<file path="src/rtl/vga_sync_monitor_if.sv">
// VGA pin bundle as seen at the connector: syncs, blanking and 8-bit colour.
//   hs       horizontal sync, active low
//   vs       vertical sync, active low
//   blank_n  1 = active pixel
//   r, g, b  pixel colour, 8 bits each
// master: the side that drives the pins (controller or stimulus).
// slave:  the side that only observes them (the sync monitor).
interface vga_sync_monitor_if;
    logic       hs;
    logic       vs;
    logic       blank_n;
    logic [7:0] r;
    logic [7:0] g;
    logic [7:0] b;

    modport master (output hs, output vs, output blank_n, output r, output g, output b);
    modport slave  (input  hs, input  vs, input  blank_n, input  r, input  g, input  b);
endinterface

</file>
<file path="src/rtl/vga_sync_monitor.sv">
// Receiver-side checker for a VGA output. Samples the pins once per pixel clock, rebuilds
// line/frame timing from the sync edges, checks it against the nominal mode, and reports
// lock, sticky error flags and a per-frame pixel checksum.
//
// Ports:
//   clk          pixel clock, all logic on posedge
//   reset        synchronous, active high; wins over everything else
//   vga          VGA pins (slave modport): hs, vs, blank_n, r, g, b
//   err_clear    1-cycle pulse, zeroes err_flags (an error raised the same cycle still sets)
//   locked       timing verified on the last complete frame
//   frame_done   1-cycle pulse per completed frame while measuring or locked
//   frame_count  completed frames, wraps
//   h_total_o    last measured line length, clocks
//   v_total_o    last measured frame length, lines
//   frame_sum    sum of r+g+b over the active pixels of the last frame
//   err_flags    sticky: [0] line length [1] hsync width [2] active width
//                        [3] frame length [4] vsync width [5] active lines / timeout
module vga_sync_monitor #(
    parameter int unsigned H_TOTAL  = 800,
    parameter int unsigned H_ACTIVE = 640,
    parameter int unsigned H_SYNC   = 96,
    parameter int unsigned V_TOTAL  = 525,
    parameter int unsigned V_ACTIVE = 480,
    parameter int unsigned V_SYNC   = 2
) (
    input  logic                     clk,
    input  logic                     reset,
    vga_sync_monitor_if.slave        vga,
    input  logic                     err_clear,
    output logic                     locked,
    output logic                     frame_done,
    output logic [15:0]              frame_count,
    output logic [11:0]              h_total_o,
    output logic [11:0]              v_total_o,
    output logic [31:0]              frame_sum,
    output logic [5:0]               err_flags
);

    localparam logic [11:0] HTotal   = 12'(H_TOTAL);
    localparam logic [11:0] HActive  = 12'(H_ACTIVE);
    localparam logic [11:0] HSync    = 12'(H_SYNC);
    localparam logic [11:0] VTotal   = 12'(V_TOTAL);
    localparam logic [11:0] VActive  = 12'(V_ACTIVE);
    localparam logic [11:0] VSync    = 12'(V_SYNC);
    localparam logic [11:0] HTimeout = 12'(2 * H_TOTAL);
    localparam logic [11:0] VTimeout = 12'(2 * V_TOTAL);

    typedef enum logic [1:0] {StIdle, StMeasure, StLocked} state_e;

    // All timing counters saturate rather than wrap so a dead input cannot alias a good value.
    function automatic logic [11:0] sat_inc(input logic [11:0] v);
        return (v == 12'hFFF) ? v : v + 12'd1;
    endfunction

    state_e      state_q, state_d;
    logic        hs_q, vs_q;
    logic [11:0] hcnt_q, hcnt_d;
    logic [11:0] hs_low_q, hs_low_d;
    logic [11:0] act_cnt_q, act_cnt_d;
    logic [11:0] line_cnt_q, line_cnt_d;
    logic [11:0] vs_lines_q, vs_lines_d;
    logic [11:0] act_lines_q, act_lines_d;
    logic [31:0] pix_sum_q, pix_sum_d;
    logic        line_ok_q, line_ok_d;
    logic        frame_err_q, frame_err_d;
    logic        frame_done_q, frame_done_d;
    logic [15:0] frame_count_q, frame_count_d;
    logic [11:0] h_total_q, h_total_d;
    logic [11:0] v_total_q, v_total_d;
    logic [31:0] frame_sum_q, frame_sum_d;
    logic [5:0]  err_flags_q, err_flags_d;

    logic        hs_fall, hs_rise, vs_fall, vs_rise;
    logic        checking, timeout, err_seen, state_changed, frame_evt, line_has_act;
    logic [11:0] line_len, line_cnt_eff, act_lines_eff;
    logic [31:0] pix_add;
    logic [5:0]  err_new;

    assign hs_fall = hs_q & ~vga.hs;
    assign hs_rise = ~hs_q & vga.hs;
    assign vs_fall = vs_q & ~vga.vs;
    assign vs_rise = ~vs_q & vga.vs;

    assign checking      = (state_q != StIdle);
    assign line_len      = sat_inc(hcnt_q);
    assign line_has_act  = (act_cnt_q != 12'd0);
    // A same-cycle hs_fall closes a line that still belongs to the frame vs_fall is closing.
    assign line_cnt_eff  = hs_fall ? sat_inc(line_cnt_q) : line_cnt_q;
    assign act_lines_eff = (hs_fall && line_has_act) ? sat_inc(act_lines_q) : act_lines_q;
    assign timeout       = checking && ((hcnt_q >= HTimeout) || (line_cnt_q >= VTimeout));
    assign err_seen      = frame_err_q | (|err_new);
    assign state_changed = (state_d != state_q);
    assign frame_evt     = vs_fall && checking && !timeout;

    // Timing checks; nothing is flagged while idle.
    always_comb begin
        err_new = '0;
        if (checking) begin
            if (hs_fall && line_ok_q && (line_len != HTotal)) err_new[0] = 1'b1;
            if (hs_rise && (hs_low_q != HSync))               err_new[1] = 1'b1;
            if (hs_fall && line_has_act && (act_cnt_q != HActive)) err_new[2] = 1'b1;
            if (vs_fall && (line_cnt_eff != VTotal))          err_new[3] = 1'b1;
            if (vs_rise && (vs_lines_q != VSync))             err_new[4] = 1'b1;
            if ((vs_fall && (act_lines_eff != VActive)) || timeout) err_new[5] = 1'b1;
        end
    end

    // FSM: next state.
    always_comb begin
        state_d = state_q;
        unique case (state_q)
            StIdle: begin
                if (vs_fall) state_d = StMeasure;
            end
            StMeasure: begin
                if (timeout)                   state_d = StIdle;
                else if (vs_fall && !err_seen) state_d = StLocked;
            end
            StLocked: begin
                if (timeout)                  state_d = StIdle;
                else if (vs_fall && err_seen) state_d = StMeasure;
            end
            default: state_d = StIdle;
        endcase
    end

    // FSM: outputs.
    always_comb begin
        locked = (state_q == StLocked);
    end

    // FSM: state register.
    always_ff @(posedge clk) begin
        if (reset) begin
            state_q <= StIdle;
        end else begin
            state_q <= state_d;
        end
    end

    // Measurement datapath next-state.
    always_comb begin
        pix_add = vga.blank_n ? ({24'd0, vga.r} + {24'd0, vga.g} + {24'd0, vga.b}) : 32'd0;

        hcnt_d = hs_fall ? 12'd0 : sat_inc(hcnt_q);

        hs_low_d = hs_low_q;
        if (hs_rise)      hs_low_d = 12'd0;
        else if (!vga.hs) hs_low_d = sat_inc(hs_low_q);

        // A blank_n-high clock on the hs_fall cycle is the first pixel of the new line.
        act_cnt_d = hs_fall ? 12'd0 : act_cnt_q;
        if (vga.blank_n) act_cnt_d = sat_inc(act_cnt_d);

        line_cnt_d  = vs_fall ? 12'd0 : line_cnt_eff;
        act_lines_d = vs_fall ? 12'd0 : act_lines_eff;
        pix_sum_d   = (vs_fall ? 32'd0 : pix_sum_q) + pix_add;

        vs_lines_d = vs_fall ? 12'd0 : vs_lines_q;
        if (vs_rise)                 vs_lines_d = 12'd0;
        else if (hs_fall && !vga.vs) vs_lines_d = sat_inc(vs_lines_d);

        // The hs_fall that coincides with a state change starts a fully observed line,
        // so the next line can already be checked.
        line_ok_d   = state_changed ? hs_fall : (line_ok_q | hs_fall);
        // The per-frame error bit ignores err_clear so clearing flags cannot fake a lock.
        frame_err_d = (vs_fall || state_changed) ? 1'b0 : err_seen;

        frame_done_d  = frame_evt;
        frame_count_d = frame_evt ? frame_count_q + 16'd1 : frame_count_q;
        frame_sum_d   = frame_evt ? pix_sum_q : frame_sum_q;
        h_total_d     = (hs_fall && line_ok_q) ? line_len : h_total_q;
        v_total_d     = vs_fall ? line_cnt_eff : v_total_q;
        err_flags_d   = (err_clear ? 6'd0 : err_flags_q) | err_new;
    end

    always_ff @(posedge clk) begin
        if (reset) begin
            hs_q          <= 1'b1;
            vs_q          <= 1'b1;
            hcnt_q        <= '0;
            hs_low_q      <= '0;
            act_cnt_q     <= '0;
            line_cnt_q    <= '0;
            vs_lines_q    <= '0;
            act_lines_q   <= '0;
            pix_sum_q     <= '0;
            line_ok_q     <= 1'b0;
            frame_err_q   <= 1'b0;
            frame_done_q  <= 1'b0;
            frame_count_q <= '0;
            h_total_q     <= '0;
            v_total_q     <= '0;
            frame_sum_q   <= '0;
            err_flags_q   <= '0;
        end else begin
            hs_q          <= vga.hs;
            vs_q          <= vga.vs;
            hcnt_q        <= hcnt_d;
            hs_low_q      <= hs_low_d;
            act_cnt_q     <= act_cnt_d;
            line_cnt_q    <= line_cnt_d;
            vs_lines_q    <= vs_lines_d;
            act_lines_q   <= act_lines_d;
            pix_sum_q     <= pix_sum_d;
            line_ok_q     <= line_ok_d;
            frame_err_q   <= frame_err_d;
            frame_done_q  <= frame_done_d;
            frame_count_q <= frame_count_d;
            h_total_q     <= h_total_d;
            v_total_q     <= v_total_d;
            frame_sum_q   <= frame_sum_d;
            err_flags_q   <= err_flags_d;
        end
    end

    assign frame_done  = frame_done_q;
    assign frame_count = frame_count_q;
    assign h_total_o   = h_total_q;
    assign v_total_o   = v_total_q;
    assign frame_sum   = frame_sum_q;
    assign err_flags   = err_flags_q;

endmodule
</file>
<file path="src/flat_wrapper.sv">
// flat-port wrapper written by rule: the top's interface ports become plain ports
module vga_sync_monitor_flat 
#(
    parameter int unsigned H_TOTAL  = 800,
    parameter int unsigned H_ACTIVE = 640,
    parameter int unsigned H_SYNC   = 96,
    parameter int unsigned V_TOTAL  = 525,
    parameter int unsigned V_ACTIVE = 480,
    parameter int unsigned V_SYNC   = 2
)
  (clk, reset, err_clear, locked, frame_done, frame_count, h_total_o, v_total_o, frame_sum, err_flags, vga_hs, vga_vs, vga_blank_n, vga_r, vga_g, vga_b);
  vga_sync_monitor_if vga_i ();
  input  logic clk;
  input  logic reset;
  input  logic err_clear;
  output logic locked;
  output logic frame_done;
  output logic [15:0] frame_count;
  output logic [11:0] h_total_o;
  output logic [11:0] v_total_o;
  output logic [31:0] frame_sum;
  output logic [5:0] err_flags;
  input wire logic [$bits(vga_i.hs)-1:0] vga_hs;
  input wire logic [$bits(vga_i.vs)-1:0] vga_vs;
  input wire logic [$bits(vga_i.blank_n)-1:0] vga_blank_n;
  input wire logic [$bits(vga_i.r)-1:0] vga_r;
  input wire logic [$bits(vga_i.g)-1:0] vga_g;
  input wire logic [$bits(vga_i.b)-1:0] vga_b;
  assign vga_i.hs = vga_hs;
  assign vga_i.vs = vga_vs;
  assign vga_i.blank_n = vga_blank_n;
  assign vga_i.r = vga_r;
  assign vga_i.g = vga_g;
  assign vga_i.b = vga_b;
  vga_sync_monitor #(.H_TOTAL(H_TOTAL), .H_ACTIVE(H_ACTIVE), .H_SYNC(H_SYNC), .V_TOTAL(V_TOTAL), .V_ACTIVE(V_ACTIVE), .V_SYNC(V_SYNC)) u_core (.clk(clk), .reset(reset), .vga(vga_i), .err_clear(err_clear), .locked(locked), .frame_done(frame_done), .frame_count(frame_count), .h_total_o(h_total_o), .v_total_o(v_total_o), .frame_sum(frame_sum), .err_flags(err_flags));
endmodule
</file>
<file path="config.mk">
export PLATFORM = sky130hd
export DESIGN_NAME = vga_sync_monitor_flat
export DESIGN_NICKNAME = d
export VERILOG_FILES = /design/src/rtl/vga_sync_monitor_if.sv /design/src/rtl/vga_sync_monitor.sv /design/src/flat_wrapper.sv
export SDC_FILE = /design/constraint.sdc
export NUM_CORES = 1
export LEC_CHECK = 0
export CORE_MARGIN = 2
export CORE_UTILIZATION = 56
export DETAILED_ROUTE_END_ITERATION = 6
export PLACE_DENSITY = 0.86
export SYNTH_ARGS = -nofsm -noshare
export SYNTH_HDL_FRONTEND = slang
export SYNTH_SLANG_ARGS = --single-unit
</file>
<file path="constraint.sdc">
create_clock -name clk -period 6.32 [get_ports clk]
set_input_delay 1.58 -clock clk [delete_from_list [all_inputs] [get_ports clk]]
set_output_delay 1.58 -clock clk [all_outputs]
set_load 0.05 [all_outputs]
</file>
After elaboration in Yosys (flattened, before gate mapping)
Cells that the tools add are included.

Register bits: 189. Input port bits: 30. Output and inout port bits: 80. Logic and storage cells: 115.

$add $sub $neg: 10. Magnitude comparators: 2. Equality and inequality tests: 15. Muxes and demuxes: 28. Bitwise gates (word level): 12. Reductions and logical operators: 30.

Operator list (number): two-way mux 12 bit (11); adder 12 x 1 -> 12 bit (second input constant) (6); equality test 12 bit (second input constant) (6); two-way mux 32 bit (2); != test 12 x 10 -> 1 bit (second input constant) (3); adder 32 bit (1); adder 32 x 8 -> 32 bit (1); >= comparator 12 x 11 -> 1 bit (second input constant) (2); adder 16 x 1 -> 16 bit (second input constant) (1); logical AND 1 bit (14); two-way mux 6 bit (2); != test 12 x 2 -> 1 bit (second input constant) (1); != test 12 x 7 -> 1 bit (second input constant) (1); != test 12 x 9 -> 1 bit (second input constant) (1); nonzero test 12 bit (1); two-way mux 2 bit (5); OR reduction 2 bit (5); adder 8 x 8 -> 9 bit (1); two-way mux 1 bit (7); OR 6 bit (1); case mux 2 bit (3 select lines) (1); OR reduction 6 bit (1); NOT 1 bit (5); AND 1 bit (4); 9 further kinds (14).

Depth between registers and ports, before layout
Depth after elaboration: 19. Mapped depth: 23. Gate-level depth less buffers: 22.

Worst setup path after synthesis
Ideal clock, no wire load.

Path kind: input -> register. From: input vga_g[0]. To: register u_core.pix_sum_q[19]. Setup time: 0.128 ns. Arrival: 5.473 ns. Required time: 6.192 ns. Slack: 0.719 ns. Stages on the path: 22. Cells stage by stage: ha_1 -> inv_1 -> fa_1 -> nor2b_1 -> o21ai_0 -> a21boi_0 -> nor2_1 -> ha_1 -> a21boi_0 -> o21ai_0 -> nand2_1 -> a21o_1 -> a21oi_1 -> xor2_1 -> nor2_1 -> ha_1 -> and3_1 -> a2111oi_0 -> clkbuf_1 -> nor3b_1 -> xor2_1 -> nor2_1.

Cells in the longest elaborated chain, start to end: 4.

Ends and longest elaborated chain: start: declaration (RTL line flat_wrapper.sv:27) `input wire logic [$bits(vga_i.g)-1:0] vga_g;`; adder 8 x 8 -> 9 bit (RTL line vga_sync_monitor.sv:143) `pix_add = vga.blank_n ? ({24'd0, vga.r} + {24'd0, vga.g} + {24'd0, vga.b}) : 32'd0;`; adder 32 x 8 -> 32 bit (RTL line vga_sync_monitor.sv:143); two-way mux 32 bit (RTL line vga_sync_monitor.sv:143); adder 32 bit (RTL line vga_sync_monitor.sv:157) `pix_sum_d = (vs_fall ? 32'd0 : pix_sum_q) + pix_add;`; end signal: assignment (RTL line vga_sync_monitor.sv:205) `pix_sum_q <= pix_sum_d;`; end: declaration (RTL line vga_sync_monitor.sv:63) `logic [31:0] pix_sum_q, pix_sum_d;`.

Every way passes these cells. A chain may end at the register's enable or synchronous reset.

Final worst setup path
From: input vga_g[0]. To: register u_core.pix_sum_q[29].

The elaborated chain is that of the path after synthesis.

==> tab_implementation.tex <==
\begin{tabular}{lr}
\hline
Metric & Value \\
\hline
\multicolumn{2}{l}{\textbf{Status}} \\
\quad Run status & complete, no violations \\
\multicolumn{2}{l}{\textbf{STA}} \\
\quad Clock tree skew after final layout & between 0.01 and 0.015 ns \\
\quad Setup total negative slack & 0 ns \\
\quad Slew of the pin with the lowest slew margin & slightly below 1 ns \\
\quad Maximum clock frequency & 173 MHz \\
\quad Number of failing setup endpoints in the final timing report & 0 \\
\quad Unrepaired setup endpoints after global routing & false \\
\quad Clock period minus worst slack & roughly 5.8 ns \\
\quad Number of max-slew violations in the final report & 0 \\
\quad Total count of hold-check failures in the final report & 0 \\
\quad Relative slew margins & between 30\% and 40\% \\
\quad Final period util & around 90\% \\
\multicolumn{2}{l}{\textbf{CTS}} \\
\quad Clock tree sinks & between 150 and 200 \\
\quad Inserted Clock Buffers & 17 \\
\quad Clock root cell & clkbuf\_16 \\
\quad Post-CTS repair timing setup buffer count & 0 \\
\quad Worst-Skew Late Latency & approximately 0.44 ns \\
\quad TritonCTS clock tree & yes \\
\quad Number of buffers added to fix hold violations after cts & 0 \\
\quad Clock Pin Slew Worst Setup and Hold Paths & approximately 0.070 ns \\
\quad Clock H-tree levels & 4 \\
\quad Post-CTS resize count & 0 \\
\quad Maximum buffer depth of the clock tree & 2 \\
\multicolumn{2}{l}{\textbf{Placed design}} \\
\quad Number of port buffers & around 110 \\
\quad Final RePlAce weighted congestion & between 0.8 and 0.9 \\
\quad HPWL after detailed placement & about 14 mm \\
\quad Placed cell area & $\sim$11,000 sq um \\
\multicolumn{2}{l}{\textbf{Setup path}} \\
\quad Worst setup SP type & input pin \\
\quad Worst flop-to-flop path endpoint & u\_core.pix\_sum\_q[18] \\
\quad Startpoint of the most critical register-to-register path & u\_core.vs\_q \\
\quad Type of element capturing the critical path & flip-flop \\
\quad Worst reg2reg setup slack & 2.63 ns \\
\quad Highest fanout seen on the critical path & 12 \\
\quad Endpoint required time on the critical path & $\sim$6.6 ns \\
\quad Critical setup path kind & in2reg \\
\quad Length in cells of the worst reg-to-reg path & 14 \\
\quad Arrival time worst endpoint & around 6.1 ns \\
\multicolumn{2}{l}{\textbf{Routing}} \\
\quad Final routed wire length divided by cell count & 14.2 um \\
\quad Count of unresolved DRC violations after routing & 0 \\
\quad Count of routing violations after the opening detailed-route iteration & just over 800 \\
\quad Total iterations of the first detailed-routing run & 6 \\
\quad Vias after detailed routing & 8,299 \\
\quad Post-detailed-route via-to-cell ratio & between 5 and 6 \\
\quad Wirelength, routed & approximately 21 mm \\
\quad Final antenna-violating net count & 0 \\
\multicolumn{2}{l}{\textbf{Global routing}} \\
\quad Met3 Usage GRT & about 5\% \\
\quad Routing layer with the top usage in global route & met2 \\
\quad Largest net degree at the start of global routing & a little under 60 \\
\quad Antenna violations before repair & 0 \\
\quad Routing usage on met1 & 29.1\% \\
\quad Vias in the first global route & roughly 8,000 \\
\quad Global router's overall resource usage & 23.8\% \\
\quad Leftover overflow at the end of global routing & 0 \\
\quad Met2 demand-to-capacity share in global routing & between 40\% and 50\% \\
\quad Wire length of the first global-routing pass & 35.4 mm \\
\multicolumn{2}{l}{\textbf{Synthesis}} \\
\quad Top post-synthesis cells by area & dfxtp\_1, nor2\_1, nand2\_1, ha\_1, xnor2\_1 \\
\quad Cell type with the largest total area after synthesis & dfxtp\_1 \\
\quad Share of synthesized registers carrying an async set or reset & 0\% \\
\quad Total number of yosys warnings & 0 \\
\quad Proportion of netlist area held by the largest area contributor & 40.4\% \\
\quad Syn Std Cell Area & roughly 9400 sq um \\
\quad Unique cell type count in the Yosys netlist & 65 \\
\quad Number of nets produced by synthesis & between 1,000 and 1,500 \\
\quad Number of flops mapped to enable cells by yosys & 0 \\
\quad Post-synthesis average cell area & 8.04 sq um \\
\quad Synthesized instance count & roughly 1,200 \\
\quad Share of the yosys chip area belonging to registers & roughly two fifths \\
\quad Count of state elements after synthesis & 189 \\
\quad Leading register cell type out of synthesis & dfxtp\_1 \\
\multicolumn{2}{l}{\textbf{Min path}} \\
\quad Worst min-delay path category & reg2reg \\
\quad Worst Hold Path EP & u\_core.frame\_sum[12] \\
\quad WHS Path Cells & 2 \\
\quad Origin of the worst min-delay path & u\_core.frame\_sum[12] \\
\multicolumn{2}{l}{\textbf{Job}} \\
\quad Number of max-capacitance violations reported & 0 \\
\multicolumn{2}{l}{\textbf{Layout}} \\
\quad Share of final-layout standard cells stronger than drive strength 1 & under 10\% \\
\quad Most frequent cells in the layout & dfxtp\_1, nor2\_1, nand2\_1 \\
\quad Filler cell count in the final layout & around 1,300 \\
\quad Register area & 3780 sq um \\
\quad Area growth from synthesis to final layout & 19.4\% \\
\quad Fin nets & between 1,000 and 1,500 \\
\quad Most common library cell in the layout ignoring fill and taps & dfxtp\_1 \\
\quad ANT cells & 0 \\
\quad Area of the multi-input gates & 5230 sq um \\
\quad Final cell area excluding filler cells & between 10,000 and 15,000 sq um \\
\multicolumn{2}{l}{\textbf{Power and ir drop}} \\
\quad PnR Total Power & between 2 and 3 mW \\
\quad Leakage power of the design & approximately 4.0 nW \\
\quad Pwr/cell area & roughly 240 nW/um\^{}2 \\
\quad Highest ir drop seen on vdd & around 0.21 mV \\
\multicolumn{2}{l}{\textbf{Floorplanning}} \\
\quad Total number of placement rows & 47 \\
\quad Die width & approximately 130 um \\
\quad Area inside the core boundary & approximately 16,000 sq um \\
\quad DIE AREA & about 18,000 sq um \\
\quad Initial cell density of the core & a little under three fifths \\
\quad Total I/O pin count & 110 \\
\quad Die H & between 100 and 150 um \\
\hline
\end{tabular}
critical path: stages:
cell,delay (ns)
clkdlybuf4s50_1,0.46
ha_1,0.16
inv_1,0.05
fa_1,0.39
nor2b_1,0.12
o21ai_0,0.13
a21boi_0,0.25
nor2_1,0.08
ha_1,0.30
a21boi_0,0.16
o21ai_0,0.18
nand2_1,0.11
a21o_1,0.18
a21oi_1,0.18
xor2_1,0.18
nor2_1,0.07
ha_1,0.36
and3_1,0.21
a2111oi_2,0.39
buf_4,0.25
nor4b_1,0.08
xnor2_1,0.17
nor2_1,0.05
per-stage QoR:
stage / hold slack, ns / utilization, % / worst slack, ns / instances
floorplan: 0.427 / - / 0.719 / 1163
global placement: 0.435 / 64.1 / 0.288 / 1444
detailed placement: 0.443 / 64.1 / 0.133 / 1444
CTS: 0.457 / 67.9 / 0.557 / 1476
global route: 0.471 / 67.9 / 0.174 / 1476
finish: 0.453 / 67.9 / 0.533 / 1476
state kept, by name, indices dropped and copies added (netlist names), 2 cells and up:
register and flops:
u_core.hcnt_q 12, u_core.frame_count 16, u_core.act_cnt_q 12, u_core.state_q 2, u_core.hs_low_q 12, u_core.v_total_o 12
u_core.h_total_o 12, u_core.act_lines_q 12, u_core.vs_lines_q 12, u_core.pix_sum_q 32, u_core.err_flags 6, u_core.line_cnt_q 12
u_core.frame_sum 32
where the power goes:
part / leakage [nW] / switching, mW / internal (mW)
registers: 1.53 / 0.0240 / 1.22
clock network: 0.305 / 0.496 / 0.612
logic: 2.22 / 0.231 / 0.151
total: 4.05 / 0.751 / 1.99
cells by family (layout without fill, tap and decap cells):
group	after synthesis	count (layout)	synth area share (%)
buffers and inverters	89	182	3.73
multiplexers	14	14	1.52
XOR/XNOR	97	97	9.08
AO/OA/AOI/OAI	175	175	10.9
flip-flops	189	189	40.4
adder cells (fa/ha/maj)	40	40	5.56
AND/OR/NAND/NOR	559	559	28.7
how the worst max path moves through the flow:
| stage | from | endpoint | cells past startpoint |
|---|---|---|---|
| after floorplan | vga_g[0] | u_core.pix_sum_q[19] | 22 |
| after global placement | vga_g[0] | u_core.pix_sum_q[19] | 23 |
| after detailed placement | vga_g[0] | u_core.pix_sum_q[29] | 23 |
| after CTS | vga_g[0] | u_core.pix_sum_q[29] | 23 |
| after global routing | vga_g[0] | u_core.pix_sum_q[17] | 23 |
| final | vga_g[0] | u_core.pix_sum_q[29] | 23 |
synth_stat cells, drive strengths merged (9+ instances only):
library cell and instances:
ha 36, nand2 144, xnor2 49, nand4 36, xor2 48, mux2i 12, inv 33, nor2b 18
nand2b 12, nor4 13, and3 18, or3 9, nor2 180, nor3 32, dfxtp 189, o21ai 46
a21o 9, nand3 42, and2 18, a21oi 80, clkbuf 49
layout make-up:
type,instances,share of cell area (%)
Multi-Input combinational cell,885,46.8
Sequential cell,189,33.9
Timing Repair Buffer,116,10.2
Clock buffer,18,3.93
Tap cell,220,2.46
Clock inverter,14,1.56
Inverter,34,1.14
metal layers:
metal  wire length, um  part of all wire, %  up-vias
met5                 0                    0        -
met4               581                  2.8        0
met3              1080                  5.1       53
met2             10100                   48      264
met1              9110                   44     3855
li1                  -                    -     4127
No activity file was read; power rests on OpenSTA's default activity.
